File: src/rtl/rf_write_arbiter.sv
// ---------------------------------------------------------------------------
// rf_write_arbiter
//
// Purpose:
//   Arbitrates two writeback sources (port A: ALU, port B: load unit) onto the
//   single write port of a 32-entry register file. Uses a two-state
//   round-robin priority FSM for fairness. Drives a registered write stage:
//   a request accepted at edge N presents rf_write_enabled/rf_rd/rf_write_data
//   during cycle N..N+1, and the register file commits at edge N+1.
//   Writes that target register 0 complete their handshake but are never
//   strobed. They are tallied instead in a saturating 8-bit counter.
//
// Ports:
//   clk              in   single clock, rising-edge state updates
//   rst              in   asynchronous, active-high reset
//   a_valid/a_rd/a_data   in   port A write request, index, data
//   a_ready          out  port A accepted this cycle (combinational)
//   b_valid/b_rd/b_data   in   port B write request, index, data
//   b_ready          out  port B accepted this cycle (combinational)
//   hold             in   pipeline stall, blocks all grants while high
//   rf_rd            out  register file write index (registered)
//   rf_write_data    out  register file write data (registered)
//   rf_write_enabled out  register file write strobe (registered)
//   prio             out  round-robin priority, 0 = A, 1 = B
//   drop_count       out  saturating count of accepted writes to register 0
// ---------------------------------------------------------------------------
module rf_write_arbiter #(
  parameter int DATA_W = 32,
  parameter int ADDR_W = 5
) (
  input  logic              clk,
  input  logic              rst,
  input  logic              a_valid,
  input  logic [ADDR_W-1:0] a_rd,
  input  logic [DATA_W-1:0] a_data,
  output logic              a_ready,
  input  logic              b_valid,
  input  logic [ADDR_W-1:0] b_rd,
  input  logic [DATA_W-1:0] b_data,
  output logic              b_ready,
  input  logic              hold,
  output logic [ADDR_W-1:0] rf_rd,
  output logic [DATA_W-1:0] rf_write_data,
  output logic              rf_write_enabled,
  output logic              prio,
  output logic [7:0]        drop_count
);

  // Priority FSM encoding; the state value is exported directly as prio.
  localparam logic PRIO_A = 1'b0;
  localparam logic PRIO_B = 1'b1;

  localparam logic [7:0]        DROP_MAX  = 8'd255;
  localparam logic [ADDR_W-1:0] ZERO_ADDR = {ADDR_W{1'b0}};
  localparam logic [DATA_W-1:0] ZERO_DATA = {DATA_W{1'b0}};

  // State flops and their next-state values
  logic              prio_q,             prio_d;
  logic [ADDR_W-1:0] rf_rd_q,            rf_rd_d;
  logic [DATA_W-1:0] rf_write_data_q,    rf_write_data_d;
  logic              rf_write_enabled_q, rf_write_enabled_d;
  logic [7:0]        drop_count_q,       drop_count_d;

  // Combinational handshake and grant signals
  logic              a_ready_s;
  logic              b_ready_s;
  logic              a_fire_s;
  logic              b_fire_s;
  logic              xfer_s;
  logic [ADDR_W-1:0] grant_rd_s;
  logic [DATA_W-1:0] grant_data_s;

  // Ready generation: each ready is derived from both valids, hold, rst and
  // prio only, so neither ready ever feeds back through the other.
  always_comb begin
    a_ready_s = 1'b0;
    b_ready_s = 1'b0;
    if (rst || hold) begin
      a_ready_s = 1'b0;
      b_ready_s = 1'b0;
    end else begin
      case ({a_valid, b_valid})
        2'b10: begin
          a_ready_s = 1'b1;
          b_ready_s = 1'b0;
        end
        2'b01: begin
          a_ready_s = 1'b0;
          b_ready_s = 1'b1;
        end
        2'b11: begin
          // Contention: the priority holder wins, the other waits.
          if (prio_q == PRIO_B) begin
            a_ready_s = 1'b0;
            b_ready_s = 1'b1;
          end else begin
            a_ready_s = 1'b1;
            b_ready_s = 1'b0;
          end
        end
        default: begin
          a_ready_s = 1'b0;
          b_ready_s = 1'b0;
        end
      endcase
    end
  end

  // Transfer detection; at most one of the two can be high by construction.
  always_comb begin
    a_fire_s = a_valid & a_ready_s;
    b_fire_s = b_valid & b_ready_s;
    xfer_s   = a_fire_s | b_fire_s;
  end

  // Grant mux: selects the winning port's index/data, or the current output
  // stage contents when nothing transfers so those outputs hold.
  always_comb begin
    grant_rd_s   = rf_rd_q;
    grant_data_s = rf_write_data_q;
    if (a_fire_s) begin
      grant_rd_s   = a_rd;
      grant_data_s = a_data;
    end else if (b_fire_s) begin
      grant_rd_s   = b_rd;
      grant_data_s = b_data;
    end else begin
      grant_rd_s   = rf_rd_q;
      grant_data_s = rf_write_data_q;
    end
  end

  // Priority FSM next state: the port that just won hands priority over.
  always_comb begin
    prio_d = prio_q;
    case ({a_fire_s, b_fire_s})
      2'b10:   prio_d = PRIO_B;
      2'b01:   prio_d = PRIO_A;
      default: prio_d = prio_q;
    endcase
  end

  // Output stage next state: a register-0 write still loads rd/data but
  // never raises the strobe.
  always_comb begin
    rf_rd_d            = grant_rd_s;
    rf_write_data_d    = grant_data_s;
    rf_write_enabled_d = 1'b0;
    if (xfer_s && (grant_rd_s != ZERO_ADDR)) begin
      rf_write_enabled_d = 1'b1;
    end else begin
      rf_write_enabled_d = 1'b0;
    end
  end

  // Dropped-write counter next state, saturating at its maximum.
  always_comb begin
    drop_count_d = drop_count_q;
    if (xfer_s && (grant_rd_s == ZERO_ADDR) && (drop_count_q != DROP_MAX)) begin
      drop_count_d = drop_count_q + 8'd1;
    end else begin
      drop_count_d = drop_count_q;
    end
  end

  // State registers; reset cancels any pending strobe immediately and
  // restarts arbitration from PRIO_A.
  always_ff @(posedge clk or posedge rst) begin
    if (rst) begin
      prio_q             <= PRIO_A;
      rf_rd_q            <= ZERO_ADDR;
      rf_write_data_q    <= ZERO_DATA;
      rf_write_enabled_q <= 1'b0;
      drop_count_q       <= 8'd0;
    end else begin
      prio_q             <= prio_d;
      rf_rd_q            <= rf_rd_d;
      rf_write_data_q    <= rf_write_data_d;
      rf_write_enabled_q <= rf_write_enabled_d;
      drop_count_q       <= drop_count_d;
    end
  end

  // Output assignments
  assign a_ready          = a_ready_s;
  assign b_ready          = b_ready_s;
  assign prio             = prio_q;
  assign rf_rd            = rf_rd_q;
  assign rf_write_data    = rf_write_data_q;
  assign rf_write_enabled = rf_write_enabled_q;
  assign drop_count       = drop_count_q;

endmodule
File: config.mk
export PLATFORM = sky130hd
export DESIGN_NAME = rf_write_arbiter
export DESIGN_NICKNAME = d
export VERILOG_FILES = /design/src/rtl/rf_write_arbiter.sv
export SDC_FILE = /design/constraint.sdc
export NUM_CORES = 1
export LEC_CHECK = 0
export ABC_AREA = 1
export CORE_ASPECT_RATIO = 1.75
export CORE_UTILIZATION = 36
export CTS_BUF_LIST = sky130_fd_sc_hd__clkbuf_4 sky130_fd_sc_hd__clkbuf_8
export DETAILED_ROUTE_END_ITERATION = 10
export PLACE_DENSITY = 0.75
export SYNTH_ARGS = -nofsm -noshare
export SYNTH_HDL_FRONTEND = slang
export SYNTH_SLANG_ARGS = --single-unit
export TNS_END_PERCENT = 20
File: constraint.sdc
create_clock -name clk -period 1.95 [get_ports clk]
set_clock_uncertainty 0.1 [all_clocks]
set_input_delay 0.2925 -clock clk [delete_from_list [all_inputs] [get_ports clk]]
set_output_delay 0.2925 -clock clk [all_outputs]
set_load 0.01 [all_outputs]
==> flow_metrics.tcl <==
set metrics [dict create \
    status "completed" \
    portBuffers 127 \
    setup_viol 0 \
    synthTopCellsByArea "dfrtp_1 (50%), nand2_1 (15%), a31oi_1 (8.5%), nor2_1 (5.3%), nand4_1 (3.2%)" \
    synth_top_area_share_pct 50.1 \
    fin_util_pct 64.5 \
    drt_iter0_drc 89 \
    power.share.combinational_pct 43.2 \
    die_w_um 63.0 \
    place_congestion 0.860 \
    synth_cell_type_count 24 \
    die_y_um 109 \
    cp_max_fo 6 \
    syn_inst 282 \
    grt-ovfl-total 0 \
    start_util_pct 37.7 \
    synth.avg_cell_area_um2 8.32 \
    area_growth_pct 71.3 \
    maxSlewHeadroom_pct 79.2 \
    clk_latency_ns 0.29 \
    fin_crit_ns 1.86 \
    p_switching_uw 1130 \
    holdWs_ns 0.115 \
    ios 128 \
    clockRootBuffer "clkbuf_8" \
    ys_warn_count 0 \
    path_class "in -> out" \
    finalCritPeriodShare_pct 95.4 \
    die_area_um2 6860 \
    drive_gt1_share_pct 12.3 \
    hold_path.class "in -> async" \
    routed_wirelength_um 6990 \
    slew_viol_final 0 \
    switching_share_pct 32.1 \
    hold_violations 0 \
    pwr-share-seq_pct 38.9 \
    synthTopCellsByCount "nand2_1 (96), dfrtp_1 (47), nor2_1 (33)" \
    wire_per_inst_um 13.7 \
    synth-main-ff-cell "dfrtp_1" \
    cts_max_level 2 \
    ir_drop_mv 0.577 \
    core_area_um2 6230 \
    drc 0 \
    grt_max_degree 48 \
    leakagePower_uw 0.00182 \
    hold_buffers 0 \
    grtUsageTotal_pct 20.4 \
    start_kind "input pin" \
    synth_seq_cells 47 \
    grt_pass1_wl_um 10900 \
    syn-num-nets 364 \
    antenna_found_initial 0 \
    avgViaCountPerCell 4.87 \
    seq_area_frac_synth_pct 50.1 \
    num_rows 38 \
    drv_cap 0 \
    numClockSinks 47 \
    nets 512 \
    yosysTopAreaCell "dfrtp_1" \
    ant_nets 0 \
    worst_pin_slew_ns 0.312 \
    clockBufferDepth 2 \
    synth-edff-count 0 \
    grt_pass1_vias 2435 \
    fillers 552 \
    first_pass_iters 4 \
    async_flop_share_pct 100 \
    vias 2491 \
    end_kind "primary output" \
    cts_tree "built" \
    reg2reg_setup_slack_ns 0.22 \
    antenna_cells 0 \
    synth_most_common_cell "nand2_1" \
    netlist_area_um2 2350 \
    p_int_uw 2390 \
    worstPathArrival_ns 1.47 \
    clkPwrFrac_pct 17.9 \
    worstPathRequired_ns 1.56 \
    path_clk_slew_ns 0.08 \
    p_per_area_nw_per_um2 874 \
    dp_hpwl_um 5300 \
    clock.fmax_mhz 537 \
    cts-buffers-inserted 5 \
]
-- cell type report --
| cell class | instances | area (um2) | area share (%) |
|---|---|---|---|
| Multi-Input combinational cell | 208 | 1090 | 27.2 |
| Tap cell | 80 | 100 | 2.49 |
| Clock buffer | 7 | 90.1 | 2.24 |
| Inverter | 15 | 58.8 | 1.46 |
| Sequential cell | 47 | 1180 | 29.3 |
| Timing Repair Buffer | 153 | 1490 | 37.2 |
| Clock inverter | 1 | 8.76 | 0.218 |
-- through the flow --
stage / std cells / cell area (um2) / total power, uW / setup slack [ns] / setup TNS [ns]
floorplan: 282 / 2360 / 1980 / 0.0264 / 0
global placement: 497 / 3860 / 2850 / -0.210 / -6.25
detailed placement: 497 / 3860 / 2880 / -0.269 / -9.63
CTS: 506 / 3970 / 3510 / 0.00208 / 0
global route: 511 / 4020 / 3720 / -0.0218 / -0.0639
finish: 511 / 4020 / 3510 / 0.0888 / 0
-- cells by family after synthesis --
group / count (synthesis) / share of synthesized area, %
AND/OR/NAND/NOR: 163 / 31.8
buffers and inverters: 28 / 4.80
XOR/XNOR: 6 / 2.24
adder cells (fa/ha/maj): 3 / 1.60
AO/OA/AOI/OAI: 35 / 9.49
flip-flops: 47 / 50.1
-- cell usage in the layout, fill, tap and decap left out, drive strengths merged, types with 3 or more instances in the layout --
master / count
nor2: 36
clkbuf: 7
dfrtp: 47
buf: 26
nand3: 10
clkdlybuf4s50: 123
inv: 15
nand2: 102
ha: 3
xor2: 5
a31oi: 33
nand4: 12
-- sequential cells by signal (all words and copies together) (netlist names) --
signal and cells:
prio 1, rf_write_data 32, rf_rd 5, drop_count 8, rf_write_enabled 1
-- worst max-delay path, cell delays in order --
cell	delay, ns
clkdlybuf4s50_1	0.44
nor2_4	0.22
nand3_4	0.13
inv_4	0.10
dlygate4sd2_1	0.27
-- final timing paths --
| check | start | endpoint | cells past startpoint |
|---|---|---|---|
| setup / recovery | hold | a_ready | 5 |
| hold / removal | rst | drop_count[5] | 4 |
| setup reg to reg | prio | drop_count[5] | 9 |
| hold reg to reg | drop_count[4] | drop_count[4] | 2 |
| max in group asynchronous | rst | prio | 4 |
| min in group clk | drop_count[4] | drop_count[4] | 2 |
-- power by group through the flow --
| stage | sequential, uW | clock (uW) | combinational [uW] |
|---|---|---|---|
| 4_1_cts | 1370 | 651 | 1490 |
| 2_1_floorplan | 1500 | 0 | 482 |
| 6_report | 1370 | 629 | 1520 |
| 3_3_place_gp | 1380 | 0 | 1470 |
| 5_1_grt | 1400 | 687 | 1630 |
| 3_5_place_dp | 1390 | 0 | 1490 |
-- per-layer routing --
metal	wire length (um)	vias up	GRT usage, %	part of all wire (%)
li1	-	1227	-	-
met1	2500	1157	21.1	36
met2	3930	90	39.0	56
met3	279	17	2.82	4.0
met4	282	0	10.6	4.0
met5	0	-	0	0
-- timing repair --
action | 4_1_cts | 5_1_grt
setup endpoints to repair | 2 | 9
gates cloned | 0 | 1
gates resized for setup | 3 | 4
pin swaps | 2 | 3
buffers inserted | 1 | 4
No activity file was read; power rests on OpenSTA's default activity.
==> variant: new RTL, same settings <==
Remove the register `rf_write_enabled_q`: a continuous assignment takes its place, so the output `rf_write_enabled` follows one clock earlier.
--- a/src/rtl/rf_write_arbiter.sv
+++ b/src/rtl/rf_write_arbiter.sv
@@ -170,16 +170,16 @@
       prio_q             <= PRIO_A;
       rf_rd_q            <= ZERO_ADDR;
       rf_write_data_q    <= ZERO_DATA;
-      rf_write_enabled_q <= 1'b0;
       drop_count_q       <= 8'd0;
     end else begin
       prio_q             <= prio_d;
       rf_rd_q            <= rf_rd_d;
       rf_write_data_q    <= rf_write_data_d;
-      rf_write_enabled_q <= rf_write_enabled_d;
       drop_count_q       <= drop_count_d;
     end
   end
+
+  assign rf_write_enabled_q = rf_write_enabled_d;
 
   // Output assignments
   assign a_ready          = a_ready_s;
Behaviour: not the same (Yosys sat finds a counterexample within 4 cycles, from zero or initial values and one cycle with rst high).
==> variant against the unedited design <==
- the run now ends with setup timing left
- global-route usage grew 0.44 points
- sequential share of layout area shrank 0.53 points
- sequential cell count shrank 1
- design area shrank 0.31%
- setup slack lost 250 ps
- largest power group unchanged
- synthesized area shrank 1.1%
- wire length shrank 1.9%
- highest routed layer unchanged
- total power is essentially flat
- count of clock-buffer cells in the layout is the same
==> variant: results (changes against the unedited design) <==
status complete, but fails checks (was completed); failing checks setup timing; synth top area cells dfrtp_1 (50%), nand2_1 (16%), a31oi_1 (8.6%) (was dfrtp_1 (50%), nand2_1 (15%), a31oi_1 (8.5%)); DR iter-0 viols 135 (was 89); met3 usage in global routing 3.797% (was 2.824%); Post-DP Area 0.003831 sq mm (was 0.003856 sq mm); Final HPWL DP 5079 um (was 5298 um); first-pass GRT wire length 11050 um (was 10910 um); placer congestion estimate 0.7965 (was 0.8600); Place WS -648.7 ps (was -269.2 ps); top cells by count, synth nand2_1 (96), dfrtp_1 (46), nor2_1 (33) (was nand2_1 (96), dfrtp_1 (47), nor2_1 (33)); final setup margin -165.5 ps (was 88.83 ps); final setup violation count 38 (was 0); Routed WL 6856 um (was 6990 um); initial antenna violation count 0 (unchanged); Post-CTS Setup Bufs 3 (was 1); R2R Setup Slk -160 ps (was 220 ps); cells after synthesis 281 (was 282); R2R depth 11 (was 9); largest net degree at the start of global routing 47 (was 48); critical path launch point prio (was hold); vias per inst 4.837 (was 4.875); met1 WL 2679 um (was 2499 um); 1st-pass router iterations 4 (unchanged); post-CTS resize count 16 (was 3); total power 0.003513 W (was 0.003515 W); wire length on met3 271 um (was 279 um); met2 usage 38.51% (was 39.02%); Fin Hold WS 218.2 ps (was 114.8 ps); worst vdd ir 0.4882 mV (was 0.5769 mV); Critical Path Max Stage Delay 420 ps (was 440 ps); Post-Syn Nets 363 (was 364); layout cell share with drive strength beyond 1 14.65% (was 12.30%); critical path fanouts, max 7 (was 6); nets 511 (was 512); Post-Route Setup TNS -2383 ps (was 0 ps); overall fraction of global-route tracks in use 20.85% (was 20.41%); Post-Place Cells 496 (was 497); critical path arrival 1720 ps (was 1470 ps); switching power 0.001145 W (was 0.001129 W); relative slew slack 78.61% (was 79.20%); Worst-path clk slew 90 ps; WL/cell 13.44 um (was 13.68 um); vias in the first global route 2360 (was 2435); critical path's slowest cell dfrtp_1 (was clkdlybuf4s50_1); Setup crit end rf_write_enabled (was a_ready); Pleak 1.794 nW (was 1.823 nW); Met2 Routed Length 3759 um (was 3928 um); sequential fraction of the synthesis area 49.57% (was 50.11%); Reg-to-Reg End drop_count[1] (was drop_count[5]); met1 Usage GRT 23.49% (was 21.14%); Gate power share 43.1% (was 43.2%)
[variant: cell count changes in the layout (fill, tap and decap cells not counted), moves of 2 or more]
cell and change:
nand2_1 -6, dlymetal6s2s_1 -2, clkdlybuf4s50_1 -3, dlygate4sd2_1 +2
nand2_2 +5
[variant: kinds of logic after synthesis]
group | count (synthesis) | share of synthesized area [%]
buffers and inverters | 28 | 4.849
adders and majority gates | 3 | 1.617
xor gates and xnor gates | 6 | 2.263
DFF | 46 | 49.57
AOI/OAI and AO/OA | 35 | 9.590
and+or+nand+nor | 163 | 32.11
[variant: area by class of cell]
| cell class | count | area, sq um |
|---|---|---|
| fillers | 547 | 2221 |
| repair buffers | 153 | 1481 |
| flip-flops and latches | 46 | 1151 |
| multi-input cells | 208 | 1111 |
| well taps | 80 | 100.1 |
| clock buffers | 7 | 96.34 |
| inverters | 15 | 58.81 |
| clock inverters | 1 | 8.758 |
